[src/rtl/elementwise_addr_sequencer.sv]
// Walks an FP16 tensor (channel slice / row / column bursts) and issues lockstep A-read, B-read, O-write requests.
// Addresses come from running surface/line/column pointers per stream; each stream handshakes independently.
module elementwise_addr_sequencer #(
  parameter int ADDR_W    = 32,
  parameter int DIM_W     = 16,
  parameter int LEN_W     = 8,
  parameter int PIX_BYTES = 64,
  parameter int MAX_BURST = 16
) (
  input  logic              clk,
  input  logic              rst,
  input  logic              start,
  input  logic [DIM_W-1:0]  cfg_h,
  input  logic [DIM_W-1:0]  cfg_w,
  input  logic [DIM_W-1:0]  cfg_c,
  input  logic [ADDR_W-1:0] cfg_a_base,
  input  logic [ADDR_W-1:0] cfg_b_base,
  input  logic [ADDR_W-1:0] cfg_o_base,
  input  logic [ADDR_W-1:0] cfg_in_surf,
  input  logic [ADDR_W-1:0] cfg_in_line,
  input  logic [ADDR_W-1:0] cfg_out_surf,
  input  logic [ADDR_W-1:0] cfg_out_line,
  input  logic              cfg_b_bcast,
  output logic              a_req_valid,
  input  logic              a_req_ready,
  output logic [ADDR_W-1:0] a_req_addr,
  output logic [LEN_W-1:0]  a_req_len,
  output logic              b_req_valid,
  input  logic              b_req_ready,
  output logic [ADDR_W-1:0] b_req_addr,
  output logic [LEN_W-1:0]  b_req_len,
  output logic              o_req_valid,
  input  logic              o_req_ready,
  output logic [ADDR_W-1:0] o_req_addr,
  output logic [LEN_W-1:0]  o_req_len,
  output logic              busy,
  output logic              done,
  output logic [31:0]       perf_cycles
);

  typedef enum logic [1:0] {S_IDLE, S_ISSUE, S_DONE} state_t;

  localparam logic [ADDR_W-1:0] COL_STEP = ADDR_W'(MAX_BURST * PIX_BYTES);
  localparam logic [DIM_W-1:0]  MAX_N    = DIM_W'(MAX_BURST);
  localparam logic [DIM_W-1:0]  ONE      = DIM_W'(1);

  state_t r_state, w_state_nxt;

  logic [DIM_W-1:0]  r_h, r_w, r_c, r_hi, r_wi, r_ci;
  logic [ADDR_W-1:0] r_in_surf, r_in_line, r_out_surf, r_out_line;
  logic              r_bcast;
  logic [ADDR_W-1:0] r_a_surf, r_a_line, r_a_col;
  logic [ADDR_W-1:0] r_b_surf, r_b_line, r_b_col;
  logic [ADDR_W-1:0] r_o_surf, r_o_line, r_o_col;
  logic [LEN_W-1:0]  r_len;
  logic              r_a_acc, r_b_acc, r_o_acc;
  logic [31:0]       r_perf;

  function automatic logic [DIM_W-1:0] burst_n(input logic [DIM_W-1:0] rem);
    return (rem > MAX_N) ? MAX_N : rem;
  endfunction

  logic [DIM_W-1:0] w_n, w_wi_nxt;
  logic w_last_w, w_last_h, w_last_c, w_last_triple;
  logic w_a_hs, w_b_hs, w_o_hs, w_triple_done, w_start_ok, w_dims_ok;

  assign w_n           = burst_n(r_w - r_wi);
  assign w_wi_nxt      = r_wi + w_n;
  assign w_last_w      = (w_wi_nxt == r_w);
  assign w_last_h      = ((r_hi + ONE) == r_h);
  assign w_last_c      = ((r_ci + ONE) == r_c);
  assign w_last_triple = w_last_w & w_last_h & w_last_c;
  assign w_a_hs        = a_req_valid & a_req_ready;
  assign w_b_hs        = b_req_valid & b_req_ready;
  assign w_o_hs        = o_req_valid & o_req_ready;
  // A triple closes on the cycle its last outstanding handshake lands.
  assign w_triple_done = (r_a_acc | w_a_hs) & (r_b_acc | w_b_hs) & (r_o_acc | w_o_hs);
  assign w_start_ok    = (r_state == S_IDLE) & start;
  assign w_dims_ok     = (|cfg_h) & (|cfg_w) & (|cfg_c);

  always_ff @(posedge clk) begin
    if (rst) r_state <= S_IDLE;
    else     r_state <= w_state_nxt;
  end

  always_comb begin
    w_state_nxt = r_state;
    a_req_valid = 1'b0;
    b_req_valid = 1'b0;
    o_req_valid = 1'b0;
    case (r_state)
      S_IDLE:  if (start) w_state_nxt = w_dims_ok ? S_ISSUE : S_DONE;
      S_ISSUE: begin
        a_req_valid = ~r_a_acc;
        b_req_valid = ~r_b_acc;
        o_req_valid = ~r_o_acc;
        if (w_triple_done && w_last_triple) w_state_nxt = S_DONE;
      end
      S_DONE:  w_state_nxt = S_IDLE;
      default: w_state_nxt = S_IDLE;
    endcase
  end

  always_ff @(posedge clk) begin
    if (rst) begin
      r_h <= '0; r_w <= '0; r_c <= '0; r_hi <= '0; r_wi <= '0; r_ci <= '0;
      r_in_surf <= '0; r_in_line <= '0; r_out_surf <= '0; r_out_line <= '0;
      r_bcast <= 1'b0;
      r_a_surf <= '0; r_a_line <= '0; r_a_col <= '0;
      r_b_surf <= '0; r_b_line <= '0; r_b_col <= '0;
      r_o_surf <= '0; r_o_line <= '0; r_o_col <= '0;
      r_len <= '0;
      r_a_acc <= 1'b0; r_b_acc <= 1'b0; r_o_acc <= 1'b0;
      r_perf <= '0;
    end else if (w_start_ok) begin
      r_h <= cfg_h; r_w <= cfg_w; r_c <= cfg_c;
      r_hi <= '0; r_wi <= '0; r_ci <= '0;
      r_in_surf <= cfg_in_surf; r_in_line <= cfg_in_line;
      r_out_surf <= cfg_out_surf; r_out_line <= cfg_out_line;
      r_bcast <= cfg_b_bcast;
      r_a_surf <= cfg_a_base; r_a_line <= cfg_a_base; r_a_col <= cfg_a_base;
      r_b_surf <= cfg_b_base; r_b_line <= cfg_b_base; r_b_col <= cfg_b_base;
      r_o_surf <= cfg_o_base; r_o_line <= cfg_o_base; r_o_col <= cfg_o_base;
      r_len <= LEN_W'(burst_n(cfg_w) - ONE);
      r_a_acc <= 1'b0; r_b_acc <= 1'b0; r_o_acc <= 1'b0;
      r_perf <= '0;
    end else begin
      if (r_state != S_IDLE) r_perf <= r_perf + 32'd1;
      if (r_state == S_ISSUE) begin
        if (w_triple_done) begin
          r_a_acc <= 1'b0; r_b_acc <= 1'b0; r_o_acc <= 1'b0;
          if (!w_last_triple) begin
            if (!w_last_w) begin
              // Only the row's final burst can be short, so non-final steps are a fixed stride.
              r_wi    <= w_wi_nxt;
              r_a_col <= r_a_col + COL_STEP;
              r_b_col <= r_b_col + COL_STEP;
              r_o_col <= r_o_col + COL_STEP;
              r_len   <= LEN_W'(burst_n(r_w - w_wi_nxt) - ONE);
            end else begin
              r_wi  <= '0;
              r_len <= LEN_W'(burst_n(r_w) - ONE);
              if (!w_last_h) begin
                r_hi     <= r_hi + ONE;
                r_a_line <= r_a_line + r_in_line;  r_a_col <= r_a_line + r_in_line;
                r_b_line <= r_b_line + r_in_line;  r_b_col <= r_b_line + r_in_line;
                r_o_line <= r_o_line + r_out_line; r_o_col <= r_o_line + r_out_line;
              end else begin
                r_hi     <= '0;
                r_ci     <= r_ci + ONE;
                r_a_surf <= r_a_surf + r_in_surf;  r_a_line <= r_a_surf + r_in_surf;
                r_a_col  <= r_a_surf + r_in_surf;
                r_b_surf <= r_b_surf + r_in_surf;  r_b_line <= r_b_surf + r_in_surf;
                r_b_col  <= r_b_surf + r_in_surf;
                r_o_surf <= r_o_surf + r_out_surf; r_o_line <= r_o_surf + r_out_surf;
                r_o_col  <= r_o_surf + r_out_surf;
              end
            end
          end
        end else begin
          r_a_acc <= r_a_acc | w_a_hs;
          r_b_acc <= r_b_acc | w_b_hs;
          r_o_acc <= r_o_acc | w_o_hs;
        end
      end
    end
  end

  assign a_req_addr  = r_a_col;
  assign a_req_len   = r_len;
  assign b_req_addr  = r_bcast ? r_b_surf : r_b_col;
  assign b_req_len   = r_bcast ? '0 : r_len;
  assign o_req_addr  = r_o_col;
  assign o_req_len   = r_len;
  assign busy        = (r_state != S_IDLE);
  assign done        = (r_state == S_DONE);
  assign perf_cycles = r_perf;

endmodule

[config.mk]
export PLATFORM = sky130hd
export DESIGN_NAME = elementwise_addr_sequencer
export DESIGN_NICKNAME = d
export VERILOG_FILES = /design/src/rtl/elementwise_addr_sequencer.sv
export SDC_FILE = /design/constraint.sdc
export NUM_CORES = 2
export LEC_CHECK = 0
export ABC_AREA = 0
export BUFFER_PORTS_ARGS = -buffer_cell sky130_fd_sc_hd__buf_4
export CAP_MARGIN = 20
export CORE_AREA = 8 8 286 288
export DETAILED_ROUTE_END_ITERATION = 10
export DIE_AREA = 0 0 294 296
export GPL_TIMING_DRIVEN = 0
export PLACE_DENSITY = 0.67
export SYNTH_ARGS = -nofsm -noshare
export SYNTH_HDL_FRONTEND = slang
export SYNTH_SLANG_ARGS = --single-unit
[constraint.sdc]
create_clock -name clk -period 10.1 [get_ports clk]
set_clock_uncertainty 0.05 [all_clocks]
set_input_delay 0 -clock clk [delete_from_list [all_inputs] [get_ports clk]]
set_output_delay 0 -clock clk [all_outputs]
set_load 0.1 [all_outputs]
==> impl_table.tex <==
\begin{tabular}{lr}
\hline
Metric & Value \\
\hline
\multicolumn{2}{l}{\textbf{Global route}} \\
\quad Grt ovf & 0 \\
\quad GRT Overall Usage & 0.4292 \\
\quad Maximum number of pins on one net before global-route repair & 14 \\
\quad Initial antenna violation count & 9 \\
\quad Wire length of the first global-routing pass & 275200 um \\
\quad Number of global-route vias before repair & 40220 \\
\multicolumn{2}{l}{\textbf{Timing}} \\
\quad Unrepaired setup endpoints after global routing & false \\
\quad Maximum clock frequency & 0.1018 GHz \\
\quad Max\_slew headroom & 0.1112 \\
\quad Slew Viols, Final & 0 \\
\quad Shortest period the worst path allows & 9822 ps \\
\quad Setup-failing EPs final & 0 \\
\quad Actual transition at the worst max-transition pin & 1333 ps \\
\quad PnR worst setup slack & 277.6 ps \\
\quad Portion of the clock cycle consumed by the worst path in the final layout & 0.9725 \\
\quad Count of endpoints failing hold in the final timing report & 0 \\
\multicolumn{2}{l}{\textbf{Detailed routing}} \\
\quad Total wire length after detailed routing & 196900 um \\
\quad Remaining DRCs & 0 \\
\quad Count of TritonRoute iterations in the first routing pass & 8 \\
\quad Drt initial violations & 5837 \\
\quad Post-DRT Antenna Nets & 0 \\
\quad Post-detailed-route wirelength per cell & 28.89 um \\
\quad Vias/cell & 6.317 \\
\quad Overall via count from detail\_route & 43050 \\
\multicolumn{2}{l}{\textbf{Synth}} \\
\quad Yosys cell types & 104 \\
\quad Area share of and/or/nand/nor cells after synthesis & 0.2242 \\
\quad Xor and xnor area share after synthesis & 0.07988 \\
\quad Dominant combinational cell family by area after synthesis & compound AO/OA/AOI/OAI gates \\
\quad Average cell area after synthesis & 7.565 um\^{}2 \\
\quad Flip-flop and latch count after synthesis & 558 \\
\quad Mux cell area share after synthesis & 0.01897 \\
\quad Post-synthesis instance area & 0.03681 mm\^{}2 \\
\quad Portion of the post-synthesis area used by sequential elements & 0.3035 \\
\quad Post-synthesis compound-gate area fraction & 0.2495 \\
\quad Top flip-flop cell by instance count after synthesis & dfxtp\_1 \\
\quad Adder and majority cell fraction of the synthesized area & 0.08481 \\
\quad Number of enable flip-flop cells after synthesis & 0 \\
\quad Yosys synthesis warning count & 0 \\
\quad Synthesized instance count & 4866 \\
\quad Post-synthesis async set-or-reset flop share & 0 \\
\multicolumn{2}{l}{\textbf{Final layout}} \\
\quad Post-synthesis to final-layout area growth & 29.13\% \\
\quad Final core utilization & 0.6176 \\
\quad Layout cell share with drive strength beyond 1 & 0.1368 \\
\quad Final non-filler cell area & 0.04753 mm\^{}2 \\
\quad \# nets final & 6233 \\
\multicolumn{2}{l}{\textbf{Clocking}} \\
\quad Root buf cell & clkbuf\_16 \\
\quad Clock latency reported for the late side of the worst-skew pair & 640 ps \\
\quad Total clock buffers created by CTS & 69 \\
\quad Sinks on the clock net & 558 \\
\quad Clock buffer depth & 3 \\
\quad Clock transition time at the flip-flop clock pins of the worst setup and hold paths & 60 ps \\
\quad Number of H-tree branching levels & 3 \\
\quad Clock tree from TritonCTS & built \\
\multicolumn{2}{l}{\textbf{Setup path}} \\
\quad Delay of the slowest cell on the worst path & 480 ps \\
\quad Startpoint type of the worst setup path & flop \\
\quad CP arrival & 10240 ps \\
\quad Most used cell along the critical path & a21oi\_1 \\
\quad Crit path max-delay cell type & fa\_1 \\
\quad Required @ worst endpoint & 10510 ps \\
\quad Largest delay share family, worst path & compound AO/OA/AOI/OAI gates \\
\quad Classification of the worst setup path & flop to flop \\
\quad Number of buffers and inverters on the critical path & 5 \\
\quad Critical path peak fanout & 10 \\
\quad Kind of end point of the critical path & flop \\
\multicolumn{2}{l}{\textbf{Placed design}} \\
\quad DP HPWL & 151400 um \\
\quad Final weighted congestion in routability-driven placement & 1.058 \\
\quad Placed Area & 0.04190 mm\^{}2 \\
\quad Post-Place Setup Slack & -747.5 ps \\
\quad Input/output buffers & 435 \\
\multicolumn{2}{l}{\textbf{Floorplanning}} \\
\quad Full die area & 0.08702 mm\^{}2 \\
\quad Placement row count & 102 \\
\quad Die Span Y & 296 um \\
\quad Die width & 294 um \\
\quad Ports & 436 \\
\quad Starting utilization of the core area & 0.4783 \\
\quad Core area & 0.07696 mm\^{}2 \\
\multicolumn{2}{l}{\textbf{Power}} \\
\quad Largest voltage drop on the vdd net & 0.0001267 V \\
\quad P per Cell Area & 155.7 mW/mm\^{}2 \\
\quad Leakage & 20.09 nW \\
\multicolumn{2}{l}{\textbf{Hold path}} \\
\quad Class of the tightest hold or removal check & primary input to flop \\
\multicolumn{2}{l}{\textbf{Run}} \\
\quad Maximum Capacitance Violations & 0 \\
\multicolumn{2}{l}{\textbf{Status}} \\
\quad Outcome & finished clean \\
\hline
\end{tabular}
[state kept, by name, summed over array words and instances, names as in the netlist, 2 cells and up]
register and flops:
a_req_addr 32, a_req_len 8, r_a_surf 32, r_ci 16, r_a_line 32, r_in_line 32
r_b_line 32, r_b_col 32, r_in_surf 32, r_out_line 32, r_b_surf 32, r_c 16
r_hi 16, perf_cycles 32, r_h 16, o_req_addr 32, r_out_surf 32, r_state 2
r_o_surf 32, r_o_line 32, r_wi 16, r_w 16
[kinds of logic after synthesis]
| logic type | after synthesis |
|---|---|
| and+or+nand+nor | 1836 |
| AOI/OAI and AO/OA | 1483 |
| DFF | 558 |
| buffers and inverters | 347 |
| xor gates and xnor gates | 331 |
| adders and majority gates | 245 |
| muxes | 65 |
| other | 1 |
[metal layers]
| metal | share of wire | global-route usage | vias to the layer above |
|---|---|---|---|
| met5 | 0.00089 | 0 | - |
| met4 | 0.076 | 0.2667 | 10 |
| met3 | 0.13 | 0.1545 | 767 |
| met2 | 0.41 | 0.6397 | 2989 |
| met1 | 0.38 | 0.5254 | 20150 |
| li1 | - | - | 19140 |
[cells in the final DEF (no fill, tap or decap), types with 84 or more instances in the layout]
master           n
ha_1           227
inv_1           84
dlygate4sd3_1  280
buf_4          455
xnor2_1        190
a21o_1         103
nand3_1         92
nor2_1         452
nand2_1        807
dfxtp_1        558
clkbuf_1       189
a21oi_1        616
nor3_1         126
xor2_1         138
o21ai_0        219
[final cells by class]
type,instances,area [um^2]
sequential,558,11170
clock buffer,92,1976
tap,1040,1301
buffer,261,1181
inverter,85,319.1
timing repair buffer,771,6799
clock inverter,31,430.4
fill,7028,29430
antenna,7,17.52
multi-input combinational,3970,24340
[stage by stage]
step           std cells  TNS [ps]  hold WS (ps)  power [mW]
3_5_place_dp        6384   -101470         198.2       4.534
5_1_grt             6809         0         122.6       7.565
2_1_floorplan       4875         0         80.38       3.781
6_report            6815         0         103.2       7.399
4_1_cts             6790         0         89.51       7.279
3_3_place_gp        6350   -129450         195.2       4.501
[synthesized netlist by cell type, types with 40 or more instances]
library cell,n,area share
a21oi_1,617,0.084
o21bai_1,41,0.0084
xnor2_1,190,0.045
dfxtp_1,558,0.30
nor2_1,457,0.047
a211oi_1,75,0.015
o211ai_1,40,0.0082
o21a_1,45,0.0092
xor2_1,138,0.033
a21o_1,103,0.021
a22oi_1,45,0.0092
nand4_1,54,0.0092
nor3_1,127,0.017
and3_1,47,0.0080
nand2_1,810,0.083
a31oi_1,77,0.013
nand2b_1,40,0.0068
o21ai_0,220,0.030
clkbuf_1,198,0.020
nand3_1,92,0.013
inv_1,84,0.0086
ha_1,229,0.078
[worst register-to-register path: cells and delay by family (launching register included)]
kind / cells / cell delay, ps
XOR/XNOR: 1 / 170
AO/OA/AOI/OAI: 16 / 3420
AND/OR/NAND/NOR: 12 / 2810
adder cells (fa/ha/maj): 5 / 1760
flip-flops: 1 / 340
buffers and inverters: 5 / 1130
[power breakdown]
part	switching (mW)	internal [mW]	leakage [nW]
Combinational	1.45	0.710	14.3
Sequential	0.180	2.36	4.58
Clock	1.09	1.61	1.17
[what timing repair did]
action	in CTS	in global routing
pin swaps	3	3
hold buffers	280	0
resized for setup	24	42
setup buffers	4	5
endpoints found under the hold margin	473	0
endpoints found under the setup margin	318	339
[worst paths after layout]
check,cells after the start,end,slack [ps],startpoint
max,39,r_b_line[18]$_SDFFE_PP0P_,280,r_w[0]$_SDFFE_PP0P_
min,4,r_in_surf[0]$_SDFFE_PP0P_,100,cfg_in_surf[0]
max reg2reg,39,r_b_line[18]$_SDFFE_PP0P_,280,r_w[0]$_SDFFE_PP0P_
min reg2reg,2,r_b_col[3]$_SDFFE_PP0P_,410,r_b_col[3]$_SDFFE_PP0P_
(Power assumes the default switching activity.)
